<file path="config.mk">
export PLATFORM = sky130hd
export DESIGN_NAME = uint16_display_controller
export DESIGN_NICKNAME = d
export VERILOG_FILES = /design/src/rtl/uint16_display_controller_pkg.sv /design/src/rtl/uint16_display_controller_bcd_add3_step.sv /design/src/rtl/uint16_display_controller.sv
export SDC_FILE = /design/constraint.sdc
export NUM_CORES = 1
export LEC_CHECK = 0
export ABC_AREA = 1
export BUFFER_PORTS_ARGS = -buffer_cell sky130_fd_sc_hd__buf_2
export CAP_MARGIN = 20
export CORE_ASPECT_RATIO = 0.5
export CORE_MARGIN = 2
export CORE_UTILIZATION = 57
export CTS_BUF_LIST = sky130_fd_sc_hd__clkbuf_16
export CTS_CLUSTER_DIAMETER = 30
export DETAILED_ROUTE_END_ITERATION = 12
export PLACE_DENSITY = 0.79
export SLEW_MARGIN = 20
export SYNTH_ARGS = -nofsm -noshare
export SYNTH_HDL_FRONTEND = slang
export SYNTH_SLANG_ARGS = --single-unit
</file>
<file path="constraint.sdc">
create_clock -name clk -period 1.48 [get_ports clk]
set_input_delay 0.074 -clock clk [delete_from_list [all_inputs] [get_ports clk]]
set_output_delay 0.074 -clock clk [all_outputs]
set_load 0.02 [all_outputs]
</file>
<file path="src/rtl/uint16_display_controller_pkg.sv">
// Shared types for the number-display blocks: digit codes, controller states
// and an elaboration-time power-of-ten helper.
package uint16_display_controller_pkg;

  typedef logic [3:0] Digit;
  localparam Digit EmptyDigit    = 4'hF;
  localparam int   UINT16_DIGITS = 5;

  typedef enum logic [1:0] {IDLE, CONVERT, FINISH} ctrl_state_t;

  function automatic longint unsigned pow10(input int n);
    longint unsigned r;
    r = 1;
    for (int i = 0; i < n; i++) r = r * 10;
    return r;
  endfunction

endpackage

</file>
<file path="src/rtl/uint16_display_controller_bcd_add3_step.sv">
// Combinational double-dabble correction: every BCD nibble >= 5 gets +3
// ahead of the shift, so the nibble carries correctly into the next digit.
module bcd_add3_step
  import uint16_display_controller_pkg::*;
#(
  parameter int NUM_DIGITS = UINT16_DIGITS
) (
  input  Digit [NUM_DIGITS-1:0] bcd_i,
  output Digit [NUM_DIGITS-1:0] bcd_o
);

  for (genvar i = 0; i < NUM_DIGITS; i++) begin : g_nib
    assign bcd_o[i] = (bcd_i[i] >= 4'd5) ? bcd_i[i] + 4'd3 : bcd_i[i];
  end

endmodule

</file>
<file path="src/rtl/uint16_display_controller.sv">
// Iterative binary-to-BCD front end for the 5-digit display, one bit per cycle.
// Define LEADING_ZERO_BLANK_EN to blank leading zero digits (digit 0 always shown).
module uint16_display_controller
  import uint16_display_controller_pkg::*;
#(
  parameter int WIDTH      = 16,
  parameter int NUM_DIGITS = UINT16_DIGITS
) (
  input  logic                    clk,
  input  logic                    rst,
  input  logic [WIDTH-1:0]        value,
  input  logic                    in_valid,
  output logic                    in_ready,
  output Digit [NUM_DIGITS-1:0]   digits,
  output logic                    done
);

  localparam int CNT_W = (WIDTH > 1) ? $clog2(WIDTH) : 1;

  if (pow10(NUM_DIGITS) <= ((64'd1 << WIDTH) - 64'd1)) begin : g_range_chk
    $error("NUM_DIGITS too small to hold the largest WIDTH-bit value");
  end

  ctrl_state_t           state_q, state_d;
  logic [WIDTH-1:0]      bin_sr_q, bin_sr_d;
  Digit [NUM_DIGITS-1:0] bcd_q, bcd_d;
  logic [CNT_W-1:0]      bit_cnt_q, bit_cnt_d;
  Digit [NUM_DIGITS-1:0] digits_q, digits_d;
  logic                  done_q, done_d;

  Digit [NUM_DIGITS-1:0]            bcd_adj;
  Digit [NUM_DIGITS-1:0]            blanked;
  logic [4*NUM_DIGITS+WIDTH-1:0]    shifted;

  bcd_add3_step #(.NUM_DIGITS(NUM_DIGITS)) u_add3 (
    .bcd_i (bcd_q),
    .bcd_o (bcd_adj)
  );

  assign shifted = {bcd_adj, bin_sr_q} << 1;

  always_comb begin
    blanked = bcd_q;
`ifdef LEADING_ZERO_BLANK_EN
    begin : blank_scan
      logic lead;
      lead = 1'b1;
      for (int i = NUM_DIGITS - 1; i > 0; i--) begin
        if (lead && bcd_q[i] == 4'd0) blanked[i] = EmptyDigit;
        else                          lead       = 1'b0;
      end
    end
`endif
  end

  always_comb begin
    state_d   = state_q;
    bin_sr_d  = bin_sr_q;
    bcd_d     = bcd_q;
    bit_cnt_d = bit_cnt_q;
    digits_d  = digits_q;
    done_d    = 1'b0;
    case (state_q)
      IDLE: begin
        if (in_valid) begin
          bin_sr_d  = value;
          bcd_d     = '0;
          bit_cnt_d = '0;
          state_d   = CONVERT;
        end
      end
      CONVERT: begin
        {bcd_d, bin_sr_d} = shifted;
        bit_cnt_d         = bit_cnt_q + CNT_W'(1);
        if (bit_cnt_q == CNT_W'(WIDTH - 1)) state_d = FINISH;
      end
      FINISH: begin
        // Digits only move here, so the display never shows partial results.
        digits_d = blanked;
        done_d   = 1'b1;
        state_d  = IDLE;
      end
      default: state_d = IDLE;
    endcase
  end

  always_ff @(posedge clk) begin
    if (rst) begin
      state_q   <= IDLE;
      bin_sr_q  <= '0;
      bcd_q     <= '0;
      bit_cnt_q <= '0;
      digits_q  <= {NUM_DIGITS{EmptyDigit}};
      done_q    <= 1'b0;
    end else begin
      state_q   <= state_d;
      bin_sr_q  <= bin_sr_d;
      bcd_q     <= bcd_d;
      bit_cnt_q <= bit_cnt_d;
      digits_q  <= digits_d;
      done_q    <= done_d;
    end
  end

  assign in_ready = (state_q == IDLE);
  assign digits   = digits_q;
  assign done     = done_q;

endmodule

</file>
# Yosys cells after proc, flatten, opt, wreduce, memory -nomap -nowiden
# Cells that the tools add are included.
dict set report totals {
  out_inout_bits 22
  reg_bits 63
  word_cells 49
}
dict set report op_classes {
  n_eq_ne 5
  magnitude_cmp 5
  add_sub_neg 6
  reduce_logical 4
  mux 15
}
# op count
set op_table {}
lappend op_table {{case mux 20 bit (2 select lines)} 1}
lappend op_table {{case mux 16 bit (2 select lines)} 1}
lappend op_table {{greater-or-equal comparator 4 x 3 -> 1 bit, second input constant} 5}
lappend op_table {{two-way mux 20 bit} 1}
lappend op_table {{two-way mux 4 bit} 5}
lappend op_table {{adder 4 x 2 -> 4 bit, second input constant} 4}
lappend op_table {{two-way mux 16 bit} 1}
lappend op_table {{case mux 4 bit (2 select lines)} 1}
lappend op_table {{adder 4 x 1 -> 4 bit, second input constant} 1}
lappend op_table {{equality test 4 bit, second input constant} 1}
lappend op_table {{two-way mux 2 bit} 2}
lappend op_table {{!= test 2 bit, second input constant} 2}
lappend op_table {{case mux 2 bit (2 select lines)} 1}
lappend op_table {{AND reduction 2 bit} 2}
lappend op_table {{adder 3 x 2 -> 3 bit, second input constant} 1}
lappend op_table {{two-way mux 3 bit} 1}
lappend op_table {{equality test 2 x 1 -> 1 bit, second input constant} 1}
lappend op_table {{equality test 2 bit, second input constant} 1}
lappend op_table {{zero test 2 bit} 1}
lappend op_table {{nonzero test 2 bit} 1}
lappend op_table {{two-way mux 1 bit} 1}

# Longest topological paths before layout
dict set report depth {
  depth_word 3
  depth_mapped 8
  ltp_nobuf 8
}

# Hierarchy
# A second synthesis with hierarchy kept.
dict set report hier_totals {
  cells_unflattened 437
  hier_area_um2 3019.1
}
# mod area_each_um2 instances cells_per_inst
set modules_own_cells {}
lappend modules_own_cells {uint16_display_controller 2418.6 1 328}
lappend modules_own_cells {bcd_add3_step 600.6 1 109}

# Least setup slack after synthesis
# No wires, ideal clock.
dict set report synth_timing {
  path_kind {register to register}
  from {register bcd_q[4] (netlist bit)}
  to {register bcd_q[5] (netlist bit)}
  arrival_ns 1.024
  path_stages_with_launch 9
  setup_ns 0.113
  setup_slack_ns 0.343
  n_path_buf 0
  required_time_ns 1.367
  path_cell_list {dfxtp_1 inv_1 ha_1 inv_1 nand2_1 nand3_1 nand2_1 nand3_1 nand2_1}
}
dict set report synth_via {
  elab_chain_len 3
  elab_cells_between_ends 4
}
# element line_no
set synth_lines {}
lappend synth_lines {{start: declaration} uint16_display_controller.sv:26} ;# Digit [NUM_DIGITS-1:0] bcd_q, bcd_d;
lappend synth_lines {{start signal: assignment} uint16_display_controller.sv:91} ;# bcd_q <= '0;
lappend synth_lines {{start signal: assignment} uint16_display_controller.sv:98} ;# bcd_q <= bcd_d;
lappend synth_lines {{adder 4 x 2 -> 4 bit / greater-or-equal comparator 4 x 3 -> 1 bit (equally long branches)} uint16_display_controller_bcd_add3_step.sv:13} ;# assign bcd_o[i] = (bcd_i[i] >= 4'd5) ? bcd_i[i] + 4'd3 : bcd_i[i];
lappend synth_lines {{two-way mux 4 bit (*)} uint16_display_controller_bcd_add3_step.sv:13}
lappend synth_lines {{case mux 20 bit (2 select lines) (*)} uint16_display_controller.sv:63} ;# case (state_q)
# Every way passes the cells marked *; elsewhere a longest branch is shown, timed or not.
# A chain may end at the register's enable or synchronous reset.

# Worst setup path in the final report
# Same ends and word-level chain as after synthesis.

==> impl_metrics.env <==
export IMPL_finClkSkew_ns=0.00485
export IMPL_crit_path_cell_trace="inv_1 -> ha_1 -> inv_1 -> nand2_1 -> nand3_1 -> nand2_1 -> nand3_1 -> nand2_1"
export IMPL_setup_viol=0
export IMPL_avgSynthCellArea_um2=7.59
export IMPL_synth_top_cell_area_share_pct=41.4
export IMPL_fmax_ghz=0.741
export IMPL_synthTopCellsByArea="dfxtp_1 41%, nand2_1 17%, o211ai_2 8.2%, nand3_1 7.4%, inv_1 4.7%"
export IMPL_cts_buffer_depth=2
export IMPL_die_w_um=107
export IMPL_synthCells=401
export IMPL_clk_insertion_delay_late_ns=0.33
export IMPL_top_level_ports=41
export IMPL_syn2layout_area_growth_pct=19.3
export IMPL_syn_nets=431
export IMPL_ys_warn_count=0
export IMPL_antenna_cells=0
export IMPL_grt_max_degree=42
export IMPL_die_area_um2=5980
export IMPL_cpLargestDelayFamily="simple AND/OR/NAND/NOR gates"
export IMPL_die_h_um=55.7
export IMPL_grt_pass1_vias=2605
export IMPL_viasPerCell=5.28
export IMPL_drt_wirelength_per_cell_um=12.7
export IMPL_cp_end_kind="flip-flop"
export IMPL_drv_cap=0
export IMPL_worstSetupPathType="flip-flop to flip-flop"
export IMPL_vias=2760
export IMPL_port_buffers=40
export IMPL_ant_nets=0
export IMPL_post_route_period_util_pct=91.2
export IMPL_crit_path_frequent_cell="nand2_1"
export IMPL_globalplace_congestion=0.881
export IMPL_drt_pre_antenna_iters=5
export IMPL_cts_setup_buffers=0
export IMPL_finalHoldViolCount=0
export IMPL_grtUsageTotal_pct=23.9
export IMPL_ys_ff_latch=63
export IMPL_cts_sinks=63
export IMPL_power_density_nw_per_um2=1150
export IMPL_required_ns=1.71
export IMPL_cts_root_buf="clkbuf_16"
export IMPL_critPathLaunchType="flip-flop"
export IMPL_synth_seq_area_share_pct=41.4
export IMPL_yosys_area_top_type="dfxtp_1"
export IMPL_worst_path_max_fanout=5
export IMPL_rows=18
export IMPL_clk_pin_slew_ns=0.05
export IMPL_crit_buf_inv=2
export IMPL_antenna_found_initial=0
export IMPL_cts_buffers_inserted=9
export IMPL_timing_setup_tns_ns=0
export IMPL_crit_arrival_ns=1.58
export IMPL_synth_distinct_cells=20
export IMPL_grt_overflow_total=0
export IMPL_power_leakage_uw=0.00186
export IMPL_cp_slowest_cell="dfxtp_1"
export IMPL_fin_crit_ns=1.35
export IMPL_drt_wl_total_um=6620
export IMPL_relSlewSlack_pct=65.6
export IMPL_rsz0062_at_grt="false"
export IMPL_drv_slew=0
export IMPL_drive_gt1_share_pct=19.2
export IMPL_dr_first_iter_drc_count=131
export IMPL_worst_pin_slew_ns=0.516
export IMPL_htree_num_levels=3
export IMPL_crit_path_max_incr_delay_ns=0.40
export IMPL_core_um2=5040
export IMPL_hp_class="primary input to flip-flop"
export IMPL_drc=0
export IMPL_status="complete, no violations"
export IMPL_worst_hold_slack_ns=0.0272
export IMPL_grt_pass1_wl_um=11300
export IMPL_dp_hpwl_um=4470
export IMPL_vdd_drop_max_mv=0.757
export IMPL_total_power_uw=4190
export IMPL_mappedNetlistArea_um2=3050
export IMPL_nets=478
export IMPL_start_util_pct=60.4
export IMPL_cts_tree="yes"
export IMPL_cts_resized=0
==> where the power goes <==
| part | switching, µW | internal (µW) | total [µW] |
|---|---|---|---|
| combinational | 183 | 101 | 284 |
| sequential | 27.6 | 1740 | 1770 |
| clock | 695 | 1440 | 2140 |
| total | 906 | 3280 | 4190 |
==> worst paths after layout <==
kind | start | endpoint | slack, ns | depth (start not counted)
hold / removal | value[9] | bin_sr_q[9]$_SDFFE_PP0P_ | 0.03 | 3
setup / recovery | bcd_q[4]$_SDFFE_PP0P_ | bcd_q[5]$_SDFFE_PP0P_ | 0.13 | 8
hold reg to reg | digits[19]$_SDFFE_PP1P_ | digits[19]$_SDFFE_PP1P_ | 0.46 | 2
setup reg to reg | bcd_q[4]$_SDFFE_PP0P_ | bcd_q[5]$_SDFFE_PP0P_ | 0.13 | 8
==> tightest hold or removal path, stage by stage <==
cell	delay, ns
buf_2	0.08
nand3_1	0.09
nand3_1	0.08
==> stage by stage <==
stage / cell area [µm²] / setup slack [ns] / util [%] / cells
global route: 3630 / 0.00330 / 72.0 / 523
detailed placement: 3280 / 0.166 / 65.0 / 502
finish: 3630 / 0.130 / 72.0 / 523
floorplan: 3050 / 0.343 / - / 401
CTS: 3630 / 0.154 / 72.0 / 523
global placement: 3280 / 0.256 / 65.0 / 502
==> cells in the final DEF, fill, tap and decap left out <==
master / instances
clkinv_1: 2
o21ai_1: 1
inv_1: 40
clkinv_2: 1
dlygate4sd3_1: 5
ha_1: 11
buf_12: 3
buf_4: 3
bufinv_16: 2
o211ai_2: 20
inv_2: 4
nand2_1: 138
o21ai_0: 20
nor2_8: 1
nor2_1: 23
nand2_4: 2
a21oi_1: 6
dfxtp_1: 63
nand4_1: 10
o21ai_2: 1
nand3_1: 45
nor2_4: 1
clkbuf_16: 9
buf_2: 40
or2_1: 1
nor3_1: 1
==> cells in the mapped netlist (all sizes together) <==
master	count
ha	11
a21oi	6
o21ai	22
nand4	10
buf	15
nor2	25
nand2	140
o211ai	20
or2	1
dfxtp	63
nand3	45
nor3	1
inv	42
==> flip-flops by register name, indices dropped and copies added (netlist names) <==
register   flops
bcd_q         20
digits        20
bin_sr_q      16
bit_cnt_q      4
state_q        2
done           1
==> per-layer routing <==
metal | up-vias | global-route usage, % | share of wire (%) | wire (µm)
met5 | - | 0 | 0 | 0
met4 | 0 | 7.69 | 1.9 | 123
met3 | 18 | 8.20 | 6.2 | 408
met2 | 87 | 40.4 | 47 | 3100
met1 | 1250 | 28.8 | 45 | 2980
li1 | 1405 | - | - | -
==> cell families after synthesis <==
group           after synthesis  share of synthesized area [%]
fa+ha+maj                    11                           4.52
buf+inv                      57                           9.70
simple gates                222                           31.4
flops                        63                           41.4
compound gates               48                           12.9
==> final cells by class <==
type	instances	area (µm²)
multi-input combinational	281	1490
fill	385	1410
sequential	63	1260
timing repair buffer	51	333
clock buffer	9	225
inverter	42	158
tap	70	87.6
clock inverter	7	80.1
==> repair_timing <==
item,in CTS,in global routing
endpoints found under the setup margin,0,0
hold buffers,5,0
hold endpoints to repair,5,0
Power figures use the tool's default switching activity.
